===== src/rtl/axis_frame_arbiter_pkg.sv =====
// Shared types and helpers for the frame-granular AXI-Stream arbiter:
// FSM state encoding, counter width helper and the round-robin picker.
package axis_arb_pkg;

  typedef enum logic [1:0] {
    IDLE  = 2'd0,
    XFER  = 2'd1,
    DRAIN = 2'd2
  } arb_state_t;

  localparam int MAX_INPUTS = 32;
  localparam int PICK_IDX_W = $clog2(MAX_INPUTS);

  typedef logic [MAX_INPUTS-1:0] req_vec_t;

  function automatic int cnt_width(input int max_count);
    return $clog2(max_count + 1);
  endfunction

  // One-hot pick of the first requester strictly after the one-hot 'last',
  // wrapping modulo n; only the low n bits of req/last are meaningful.
  function automatic req_vec_t rr_pick(input req_vec_t req, input req_vec_t last, input int n);
    req_vec_t pick;
    int       last_idx;
    int       idx;
    logic     found;
    pick     = '0;
    last_idx = n - 1;
    found    = 1'b0;
    idx      = 0;
    for (int i = 0; i < MAX_INPUTS; i++) begin
      if (i < n && last[i]) last_idx = i;
    end
    for (int k = 1; k <= MAX_INPUTS; k++) begin
      if (k <= n) begin
        idx = last_idx + k;
        if (idx >= n) idx = idx - n;
        if (!found && req[idx[PICK_IDX_W-1:0]]) begin
          pick[idx[PICK_IDX_W-1:0]] = 1'b1;
          found                     = 1'b1;
        end
      end
    end
    return pick;
  endfunction

endpackage


===== src/rtl/axis_frame_arbiter_if.sv =====
// Multi-lane AXI-Stream bundle: LANES parallel streams with packed tdata
// (lane i = tdata[i*DATA_WIDTH +: DATA_WIDTH]) and per-lane sideband bits.
interface axis_frame_arbiter_if #(
  parameter int LANES      = 1,
  parameter int DATA_WIDTH = 8
);
  logic [LANES*DATA_WIDTH-1:0] tdata;
  logic [LANES-1:0]            tlast;
  logic [LANES-1:0]            tuser;
  logic [LANES-1:0]            tvalid;
  logic [LANES-1:0]            trdy;

  modport master (output tdata, tlast, tuser, tvalid, input trdy);
  modport slave  (input tdata, tlast, tuser, tvalid, output trdy);
endinterface


===== src/rtl/axis_frame_arbiter_skid.sv =====
// Two-entry registered output slice. in_ready depends only on the fill
// level register, so there is no combinational path from out_ready.
module axis_skid_buffer #(
  parameter int WIDTH = 10
) (
  input  logic             aclk,
  input  logic             areset,
  input  logic [WIDTH-1:0] in_data,
  input  logic             in_valid,
  output logic             in_ready,
  output logic [WIDTH-1:0] out_data,
  output logic             out_valid,
  input  logic             out_ready
);

  logic [WIDTH-1:0] mem [2];
  logic             wr_ptr;
  logic             rd_ptr;
  logic [1:0]       count;
  logic             push;
  logic             pop;

  assign push      = in_valid & in_ready;
  assign pop       = out_valid & out_ready;
  assign in_ready  = (count != 2'd2);
  assign out_valid = (count != 2'd0);
  assign out_data  = mem[rd_ptr];

  // NOTE: non-blocking (<=) for all clocked state so every flop samples pre-edge values.
  always_ff @(posedge aclk or posedge areset) begin
    if (areset) begin
      wr_ptr <= 1'b0;
      rd_ptr <= 1'b0;
      count  <= 2'd0;
    end else begin
      if (push) wr_ptr <= ~wr_ptr;
      if (pop)  rd_ptr <= ~rd_ptr;
      case ({push, pop})
        2'b10:   count <= count + 2'd1;
        2'b01:   count <= count - 2'd1;
        default: count <= count;
      endcase
    end
  end

  // NOTE: payload storage is not reset; count alone decides what is valid.
  always_ff @(posedge aclk) begin
    if (push) mem[wr_ptr] <= in_data;
  end

endmodule


===== src/rtl/axis_frame_arbiter.sv =====
// Frame-granular round-robin merge of NUM_INPUTS AXI-Stream sources onto one
// output; grant held to tlast, overlong frames truncated and flagged in tuser.
module axis_frame_arbiter
  import axis_arb_pkg::*;
#(
  parameter int NUM_INPUTS      = 4,
  parameter int AXI_DATA_WIDTH  = 8,
  parameter int MAX_FRAME_BEATS = 1518
) (
  input  logic                  aclk,
  input  logic                  areset,
  axis_frame_arbiter_if.slave   s_axis,
  axis_frame_arbiter_if.master  m_axis,
  output logic [NUM_INPUTS-1:0] grant,
  output logic                  trunc_pulse
);

  localparam int CNT_W  = cnt_width(MAX_FRAME_BEATS);
  localparam int SKID_W = AXI_DATA_WIDTH + 2;

  localparam logic [1:0] S_IDLE  = IDLE;
  localparam logic [1:0] S_XFER  = XFER;
  localparam logic [1:0] S_DRAIN = DRAIN;

  localparam logic [CNT_W-1:0]      LAST_BEAT      = CNT_W'(MAX_FRAME_BEATS - 1);
  localparam logic [CNT_W-1:0]      CNT_SAT        = CNT_W'(MAX_FRAME_BEATS);
  localparam logic [NUM_INPUTS-1:0] LAST_GRANT_RST = {1'b1, {(NUM_INPUTS-1){1'b0}}};

  logic [1:0]                state;
  logic [NUM_INPUTS-1:0]     last_grant;
  logic [NUM_INPUTS-1:0]     pick;
  logic [CNT_W-1:0]          beat_cnt;
  logic [CNT_W-1:0]          cnt_inc;
  logic [AXI_DATA_WIDTH-1:0] sel_data;
  logic                      sel_valid;
  logic                      sel_last;
  logic                      sel_user;
  logic                      lane_ready;
  logic                      accept;
  logic                      push;
  logic                      trunc;
  logic                      skid_ready;
  logic                      skid_valid;
  logic [SKID_W-1:0]         skid_in;
  logic [SKID_W-1:0]         skid_out;

  // NOTE: every always_comb output gets a default first so no latch is inferred.
  always_comb begin
    sel_data  = '0;
    sel_valid = 1'b0;
    sel_last  = 1'b0;
    sel_user  = 1'b0;
    for (int i = 0; i < NUM_INPUTS; i++) begin
      if (grant[i]) begin
        sel_data  = s_axis.tdata[i*AXI_DATA_WIDTH +: AXI_DATA_WIDTH];
        sel_valid = s_axis.tvalid[i];
        sel_last  = s_axis.tlast[i];
        sel_user  = s_axis.tuser[i];
      end
    end
  end

  assign pick = NUM_INPUTS'(rr_pick(MAX_INPUTS'(s_axis.tvalid), MAX_INPUTS'(last_grant), NUM_INPUTS));

  // Ready is built only from registers: FSM state, grant and the skid fill level.
  assign lane_ready  = (state == S_XFER && skid_ready) || (state == S_DRAIN);
  assign s_axis.trdy = grant & {NUM_INPUTS{lane_ready}};
  assign accept      = sel_valid & lane_ready;
  assign push        = accept & (state == S_XFER);
  assign trunc       = push & ~sel_last & (beat_cnt == LAST_BEAT);
  assign cnt_inc     = (beat_cnt == CNT_SAT) ? beat_cnt : beat_cnt + CNT_W'(1);
  assign skid_in     = {sel_data, sel_last | trunc, trunc | (sel_user & sel_last)};

  always_ff @(posedge aclk or posedge areset) begin
    if (areset) begin
      state       <= S_IDLE;
      grant       <= '0;
      last_grant  <= LAST_GRANT_RST;
      beat_cnt    <= '0;
      trunc_pulse <= 1'b0;
    end else begin
      trunc_pulse <= trunc;
      case (state)
        S_IDLE: begin
          if (|s_axis.tvalid) begin
            grant <= pick;
            state <= S_XFER;
          end
        end
        S_XFER, S_DRAIN: begin
          if (accept) begin
            if (sel_last) begin
              state      <= S_IDLE;
              grant      <= '0;
              last_grant <= grant;
              beat_cnt   <= '0;
            end else begin
              beat_cnt <= cnt_inc;
              if (trunc) state <= S_DRAIN;
            end
          end
        end
        default: begin
          state <= S_IDLE;
          grant <= '0;
        end
      endcase
    end
  end

  axis_skid_buffer #(
    .WIDTH (SKID_W)
  ) u_skid (
    .aclk      (aclk),
    .areset    (areset),
    .in_data   (skid_in),
    .in_valid  (push),
    .in_ready  (skid_ready),
    .out_data  (skid_out),
    .out_valid (skid_valid),
    .out_ready (m_axis.trdy[0])
  );

  assign m_axis.tdata  = skid_out[SKID_W-1:2];
  assign m_axis.tlast  = skid_out[1];
  assign m_axis.tuser  = skid_out[0];
  assign m_axis.tvalid = skid_valid;

endmodule


===== src/flat_wrapper.sv =====
// flat-port wrapper written by rule: the top's interface ports become plain ports
module axis_frame_arbiter_flat import axis_arb_pkg::*;
#(
  parameter int NUM_INPUTS      = 4,
  parameter int AXI_DATA_WIDTH  = 8,
  parameter int MAX_FRAME_BEATS = 1518
)
  (aclk, areset, grant, trunc_pulse, s_axis_tdata, s_axis_tlast, s_axis_tuser, s_axis_tvalid, s_axis_trdy, m_axis_tdata, m_axis_tlast, m_axis_tuser, m_axis_tvalid, m_axis_trdy);
  axis_frame_arbiter_if #(.LANES(NUM_INPUTS), .DATA_WIDTH((8))) s_axis_i ();
  axis_frame_arbiter_if #(.LANES(1), .DATA_WIDTH((8))) m_axis_i ();
  input  logic aclk;
  input  logic areset;
  output logic [NUM_INPUTS-1:0] grant;
  output logic trunc_pulse;
  input wire logic [$bits(s_axis_i.tdata)-1:0] s_axis_tdata;
  input wire logic [$bits(s_axis_i.tlast)-1:0] s_axis_tlast;
  input wire logic [$bits(s_axis_i.tuser)-1:0] s_axis_tuser;
  input wire logic [$bits(s_axis_i.tvalid)-1:0] s_axis_tvalid;
  output wire logic [$bits(s_axis_i.trdy)-1:0] s_axis_trdy;
  output wire logic [$bits(m_axis_i.tdata)-1:0] m_axis_tdata;
  output wire logic [$bits(m_axis_i.tlast)-1:0] m_axis_tlast;
  output wire logic [$bits(m_axis_i.tuser)-1:0] m_axis_tuser;
  output wire logic [$bits(m_axis_i.tvalid)-1:0] m_axis_tvalid;
  input wire logic [$bits(m_axis_i.trdy)-1:0] m_axis_trdy;
  assign s_axis_i.tdata = s_axis_tdata;
  assign s_axis_i.tlast = s_axis_tlast;
  assign s_axis_i.tuser = s_axis_tuser;
  assign s_axis_i.tvalid = s_axis_tvalid;
  assign s_axis_trdy = s_axis_i.trdy;
  assign m_axis_tdata = m_axis_i.tdata;
  assign m_axis_tlast = m_axis_i.tlast;
  assign m_axis_tuser = m_axis_i.tuser;
  assign m_axis_tvalid = m_axis_i.tvalid;
  assign m_axis_i.trdy = m_axis_trdy;
  axis_frame_arbiter #(.NUM_INPUTS(NUM_INPUTS), .AXI_DATA_WIDTH(AXI_DATA_WIDTH), .MAX_FRAME_BEATS(MAX_FRAME_BEATS)) u_core (.aclk(aclk), .areset(areset), .s_axis(s_axis_i), .m_axis(m_axis_i), .grant(grant), .trunc_pulse(trunc_pulse));
endmodule

===== config.mk =====
export PLATFORM = sky130hd
export DESIGN_NAME = axis_frame_arbiter_flat
export DESIGN_NICKNAME = d
export VERILOG_FILES = /design/src/rtl/axis_frame_arbiter_pkg.sv /design/src/rtl/axis_frame_arbiter_if.sv /design/src/rtl/axis_frame_arbiter_skid.sv /design/src/rtl/axis_frame_arbiter.sv /design/src/flat_wrapper.sv
export SDC_FILE = /design/constraint.sdc
export NUM_CORES = 1
export LEC_CHECK = 0
export BUFFER_PORTS_ARGS = -buffer_cell sky130_fd_sc_hd__buf_4
export CELL_PAD_IN_SITES_DETAIL_PLACEMENT = 0
export CELL_PAD_IN_SITES_GLOBAL_PLACEMENT = 1
export CORE_MARGIN = 8
export CORE_UTILIZATION = 37
export CTS_BUF_LIST = sky130_fd_sc_hd__clkbuf_16
export CTS_CLUSTER_DIAMETER = 60
export DETAILED_ROUTE_END_ITERATION = 8
export GPL_TIMING_DRIVEN = 0
export PLACE_DENSITY = 0.78
export SLEW_MARGIN = 25
export SYNTH_ARGS = -nofsm -noshare
export SYNTH_HDL_FRONTEND = slang
export SYNTH_SLANG_ARGS = --single-unit

===== constraint.sdc =====
create_clock -name aclk -period 2.28 [get_ports aclk]
set_input_delay 0 -clock aclk [delete_from_list [all_inputs] [get_ports aclk]]
set_output_delay 0 -clock aclk [all_outputs]
set_load 0.01 [all_outputs]

* Word level (Yosys, flattened, before mapping)
Memories as Yosys holds them, arrays and structs flattened.
Cells that the tools add are included.
** Word-level totals
- Bits of input ports :: 47
- Latch bits :: 0
- Register bits :: 26
- RAM bits :: 20
- Word-level logic and storage cells :: 142
- Memories kept :: 1
- ROM bits :: 0
** Memories
- u_core.u_skid.mem :: depth 2, bits a word 10, read ports 1, clocked after memory_dff 0, write ports 1, RTL line axis_frame_arbiter_skid.sv:16 : logic [WIDTH-1:0] mem [2];
** Operators by class
- Bitwise logic cells :: 16
- Shifts and indexed selects :: 0
- Muxes and demuxes :: 61
- Reductions and logical operators :: 21
- Equal/unequal tests :: 12
- Add/subtract/negate cells :: 11
- Multiply operators :: 0
- Div/mod/pow operators :: 0
- Order comparisons :: 12
** Operator list (number)
- $ge A32 B4 Y1 const B :: 4
- $mux W8 :: 4
- $mux W4 :: 7
- $mux W1 :: 25
- $lt A5 B6 Y1 const B :: 4
- $eq A11 B11 Y1 const B :: 2
- $mux W11 :: 2
- $bmux W1 S5 :: 4
- $demux W1 S5 :: 4
- $ge A5 B1 Y1 const B :: 4
- $mux W5 :: 4
- $sub A5 B4 Y5 const B :: 4
- $mux W2 :: 8
- $or A4 B4 Y4 :: 3
- $reduce_and A3 Y1 :: 4
- $add A11 B1 Y11 const B :: 1
- $logic_and A1 B1 Y1 :: 8
- $ne A2 B1 Y1 const B :: 4
- $pmux W2 S2 :: 2
- $pmux W4 S2 :: 1
- $and A1 B1 Y1 :: 7
- $add A2 B2 Y3 const B :: 2
- $add A2 B3 Y4 const B :: 1
- $and A4 B4 Y4 :: 1
- other kinds (15) :: 23

* Longest topological paths before layout
- Depth after elaboration :: 21
- Mapped depth :: 11
- Gate-level depth less buffers :: 10

* By module
From an unflattened synthesis, not the netlist that was laid out.
** Unflattened totals
- Cells, all modules :: 291
- Area total of the unflattened synthesis :: 2885.3 um2
** By module, submodules not included
- axis_frame_arbiter :: area an instance 1968.1 um2, cells each 242, instances 1
- axis_skid_buffer :: area an instance 917.1 um2, cells each 49, instances 1

* Worst setup path after synthesis
No wires, ideal clock.
- Kind :: register to register
- Start point :: register u_core.last_grant[2]
- End point :: register u_core.grant[0]
- Setup slack :: -142 ps
- Path buffers :: 1
- Stages on the path, launching flop included :: 12
- Arrival :: 2355 ps
- Period minus slack after synthesis :: 2422 ps
- Cell sequence :: dfrtp_1 -> clkbuf_1 -> nor2_1 -> o21ai_0 -> inv_1 -> ha_1 -> nand2_1 -> or2_1 -> a21oi_1 -> o32ai_1 -> nor4_1 -> a221o_1
** Between the ends
- Word-level cells in the longest chain between the ends :: 19
** RTL lines
- start: declaration :: RTL line axis_frame_arbiter.sv:30 : logic [NUM_INPUTS-1:0] last_grant;
- start signal: assignment :: RTL line axis_frame_arbiter.sv:95 : last_grant <= grant;
- $mux W2 * (2 in a row) :: RTL line axis_frame_arbiter_pkg.sv:32 : if (i < n && last[i]) last_idx = i;
- parallel branches: the longest is 14 deep, another holds $ge A32 B4 Y1
- $mux W4 * :: RTL line axis_frame_arbiter_pkg.sv:38 : if (!found && req[idx[PICK_IDX_W-1:0]]) begin
- $mux W4 * :: RTL line axis_frame_arbiter.sv:85 : if (|s_axis.tvalid) begin
- $pmux W4 S2 * :: RTL line axis_frame_arbiter.sv:83 : case (state)
- end signal: assignment :: RTL line axis_frame_arbiter.sv:86 : grant <= pick;
- end: declaration :: RTL line axis_frame_arbiter.sv:14 : output logic [NUM_INPUTS-1:0] grant,
Mark *: on every way between the ends. The select of a mux whose other input is x is not followed.
A chain may end at the register's enable or synchronous reset.

* Final worst setup path
- Start point :: register u_core.last_grant[3]
- End point :: register u_core.grant[1]
** Between the ends
- Word-level cells in the longest chain between the ends :: 18
** RTL lines (RTL line)
- $mux W2 * :: axis_frame_arbiter_pkg.sv:32
- parallel branches: the longest is 14 deep, another holds $ge A32 B4 Y1
- $mux W4 * :: axis_frame_arbiter_pkg.sv:38
- $mux W4 * :: axis_frame_arbiter.sv:85
- $pmux W4 S2 * :: axis_frame_arbiter.sv:83
Marks and branches as above.

==> results.json <==
{
  "viasPerCell": 5.34,
  "cp.required_ns": 2.45,
  "fin_skew_ns": 0.00425,
  "maxCapViolations": 0,
  "max_freq_mhz": 432,
  "grt_overflow": 0,
  "synth_flop_cell": "dfrtp_1",
  "io_pins": 67,
  "syn_area_um2": 2920,
  "die_y_um": 105,
  "violations": "negative setup slack",
  "hold_violations": 0,
  "grt_pass1_vias": 2647,
  "cp_max_fo": 8,
  "combPwrFrac_pct": 62.1,
  "p_per_area_nw_per_um2": 1260,
  "ir_worst_vdd_mv": 0.859,
  "pre_cts_slack_ns": -0.499,
  "io_buffer_count": 66,
  "pwr-share-clk_pct": 13.2,
  "finalInstanceArea_um2": 4220,
  "grt_pass1_wl_um": 13100,
  "final_common_cell": "buf_4",
  "slew-limit-headroom_pct": 61.7,
  "grt_util_met1_pct": 16.8,
  "dp_hpwl_um": 5780,
  "first_pass_iters": 4,
  "synth_nets": 353,
  "status": "finished with violations",
  "ys_seq_elements": 46,
  "endpoint_kind": "register",
  "drtAntennaViolNets": 0,
  "period_share_pct": 101,
  "layout-drive-gt1-share_pct": 42.0,
  "ys_seq_area_share_pct": 42.8,
  "synthArstFlopShare_pct": 56.5,
  "groute.usage.overall_pct": 14.3,
  "synth.distinct_cells": 55,
  "wl_per_cell_um": 16.5,
  "drcViolationCount": 0,
  "clk_pin_slew_worst_paths_ns": 0.06,
  "start_util_pct": 38.0,
  "busiest_layer": "met2",
  "whs_ns": 0.0191,
  "tns_ns": -0.0508,
  "sequentialPowerShare_pct": 24.7,
  "setup_violations": 4,
  "cts_tree": "yes",
  "avgSynthCellArea_um2": 10.0,
  "yosysWarnings": 0,
  "p_sw_mw": 2.21,
  "cts_max_level": 2,
  "use_met3_pct": 2.27,
  "area_growth_pct": 44.2,
  "routed_wirelength_um": 8090,
  "layout_common_cells": "86 x buf_4, 22 x nor2_1, 21 x nand2_1, 21 x dfrtp_1, 20 x edfxtp_1",
  "fin_crit_ns": 2.31,
  "cts_buffers": 5,
  "place.gp.congestion": 0.851,
  "diodes": 0,
  "start_kind": "register",
  "critical_path_class": "register to register",
  "placedCellCount": 459,
  "hold_class": "input port to register",
  "grt_max_degree": 27,
  "numClockSinks": 46,
  "rsz0062_at_grt": "true",
  "fp.dieArea_um2": 11000,
  "met2_usage_pct": 25.3,
  "setup_ws_ns": -0.0333,
  "die_w_um": 105,
  "clock_latency_ns": 0.28,
  "cts_buffer_depth": 2,
  "stdcell_count": 490,
  "p_int_mw": 3.10,
  "worst_slew_pin_slew_ns": 0.574,
  "swShare_pct": 41.7,
  "arrival_ns": 2.48,
  "core_um2": 7690,
  "final-max-slew-violation-count": 0,
  "leakagePower_nw": 1.75,
  "antenna_found_initial": 0,
  "fillerInstances": 679,
  "drt_iter0_markers": 100,
  "synth-edff-count": 20,
  "dpl_cell_area_um2": 3560,
  "rows": 32,
  "root_buffer": "clkbuf_16",
  "num_vias": 2616,
  "synthCells": 291,
  "final_nets": 449
}
-- synthesized netlist by cell type, types with 3 or more instances --
cell,number,area (µm²)
nand3_1,9,45.0
o21ai_1,10,50.1
and3b_1,3,26.3
nor3_1,6,30.0
inv_1,10,37.5
a21oi_1,16,80.1
nand2b_1,3,18.8
a22oi_1,8,60.1
edfxtp_1,20,601
xnor2_1,3,26.3
nand4_1,6,37.5
nand2_1,22,82.6
or2_1,3,18.8
o31ai_1,3,22.5
ha_1,15,188
mux2_1,3,33.8
clkbuf_1,8,30.0
and3_1,3,18.8
o21ai_0,7,35.0
a311oi_1,4,35.0
dfrtp_1,25,626
nor2_1,29,109
nand4b_1,3,26.3
and2_1,3,18.8
a221o_1,5,50.1
nor2b_1,9,56.3
mux2_2,11,124
xor2_1,9,78.8
-- per-layer routing --
metal / wire [µm] / up-vias
met2: 4260 / 52
met4: 222 / 0
met1: 3370 / 1280
met3: 238 / 20
met5: 0 / -
li1: - / 1264
-- critical path, stage by stage, from the launching register on --
cell,delay [ns]
dfstp_2,0.62
o21bai_4,0.17
inv_4,0.07
buf_12,0.13
buf_8,0.12
mux4_2,0.58
nor2_1,0.16
a311oi_1,0.07
a221o_1,0.28
-- power groups by stage --
stage / Combinational, mW / Clock (mW) / Sequential [mW]
final: 3.30 / 0.700 / 1.31
after global routing: 3.52 / 0.745 / 1.34
after CTS: 2.83 / 0.712 / 1.32
after detailed placement: 2.20 / 0 / 1.28
after global placement: 2.17 / 0 / 1.28
after floorplan: 1.58 / 0 / 1.24
-- path summary, 6_finish.rpt --
kind                                        start                      to  slack [ns]  depth (start not counted)
setup reg to reg             u_core.last_grant[3]         u_core.grant[1]       -0.03                          8
setup / recovery             u_core.last_grant[3]         u_core.grant[1]       -0.03                          8
hold / removal                    s_axis_tlast[3]    u_core.last_grant[3]        0.02                          3
max in group asynchronous                  areset         u_core.grant[2]        1.55                          3
hold reg to reg            u_core.u_skid.count[1]  u_core.u_skid.count[1]        0.50                          1
min in group asynchronous                  areset      u_core.beat_cnt[6]        0.34                          3
-- timing repair --
item	4_1_cts	5_1_grt
hold buffers	0	1
pin swaps	11	21
setup endpoints to repair	34	7
buffers inserted	16	8
hold endpoints to repair	0	25
resized for setup	41	19
-- cell families after synthesis --
| family | after synthesis | share of synthesized area (%) |
|---|---|---|
| compound gates | 65 | 15.1 |
| buf+inv | 22 | 3.21 |
| mux | 17 | 7.45 |
| flops | 46 | 42.8 |
| xor+xnor | 12 | 3.59 |
| fa+ha+maj | 15 | 6.42 |
| simple gates | 114 | 21.4 |
-- sequential cells by signal, summed over array words and instances (netlist names) --
register,cells
u_core.u_skid.count,2
u_core.grant,4
u_core.u_skid.wr_ptr,1
u_core.state,2
u_core.beat_cnt,11
u_core.trunc_pulse,1
u_core.last_grant,4
u_core.u_skid.rd_ptr,1
u_core.u_skid.mem,20
-- cell type report --
| cell class | count | area [µm²] | share of cell area, % |
|---|---|---|---|
| Multi-Input combinational cell | 223 | 1880 | 44.6 |
| Sequential cell | 46 | 1260 | 29.8 |
| Timing Repair Buffer | 90 | 714 | 16.9 |
| Tap cell | 102 | 128 | 3.03 |
| Clock buffer | 5 | 125 | 2.97 |
| Inverter | 12 | 47.5 | 1.13 |
| Buffer | 9 | 45.0 | 1.07 |
| Clock inverter | 3 | 21.3 | 0.504 |
-- metrics by stage --
step | power [mW] | util [%]
after detailed placement | 3.48 | 46.4
final | 5.31 | 54.9
after CTS | 4.87 | 52.8
after floorplan | 2.82 | -
after global routing | 5.60 | 54.9
after global placement | 3.44 | 46.4
(Power assumes the default switching activity.)
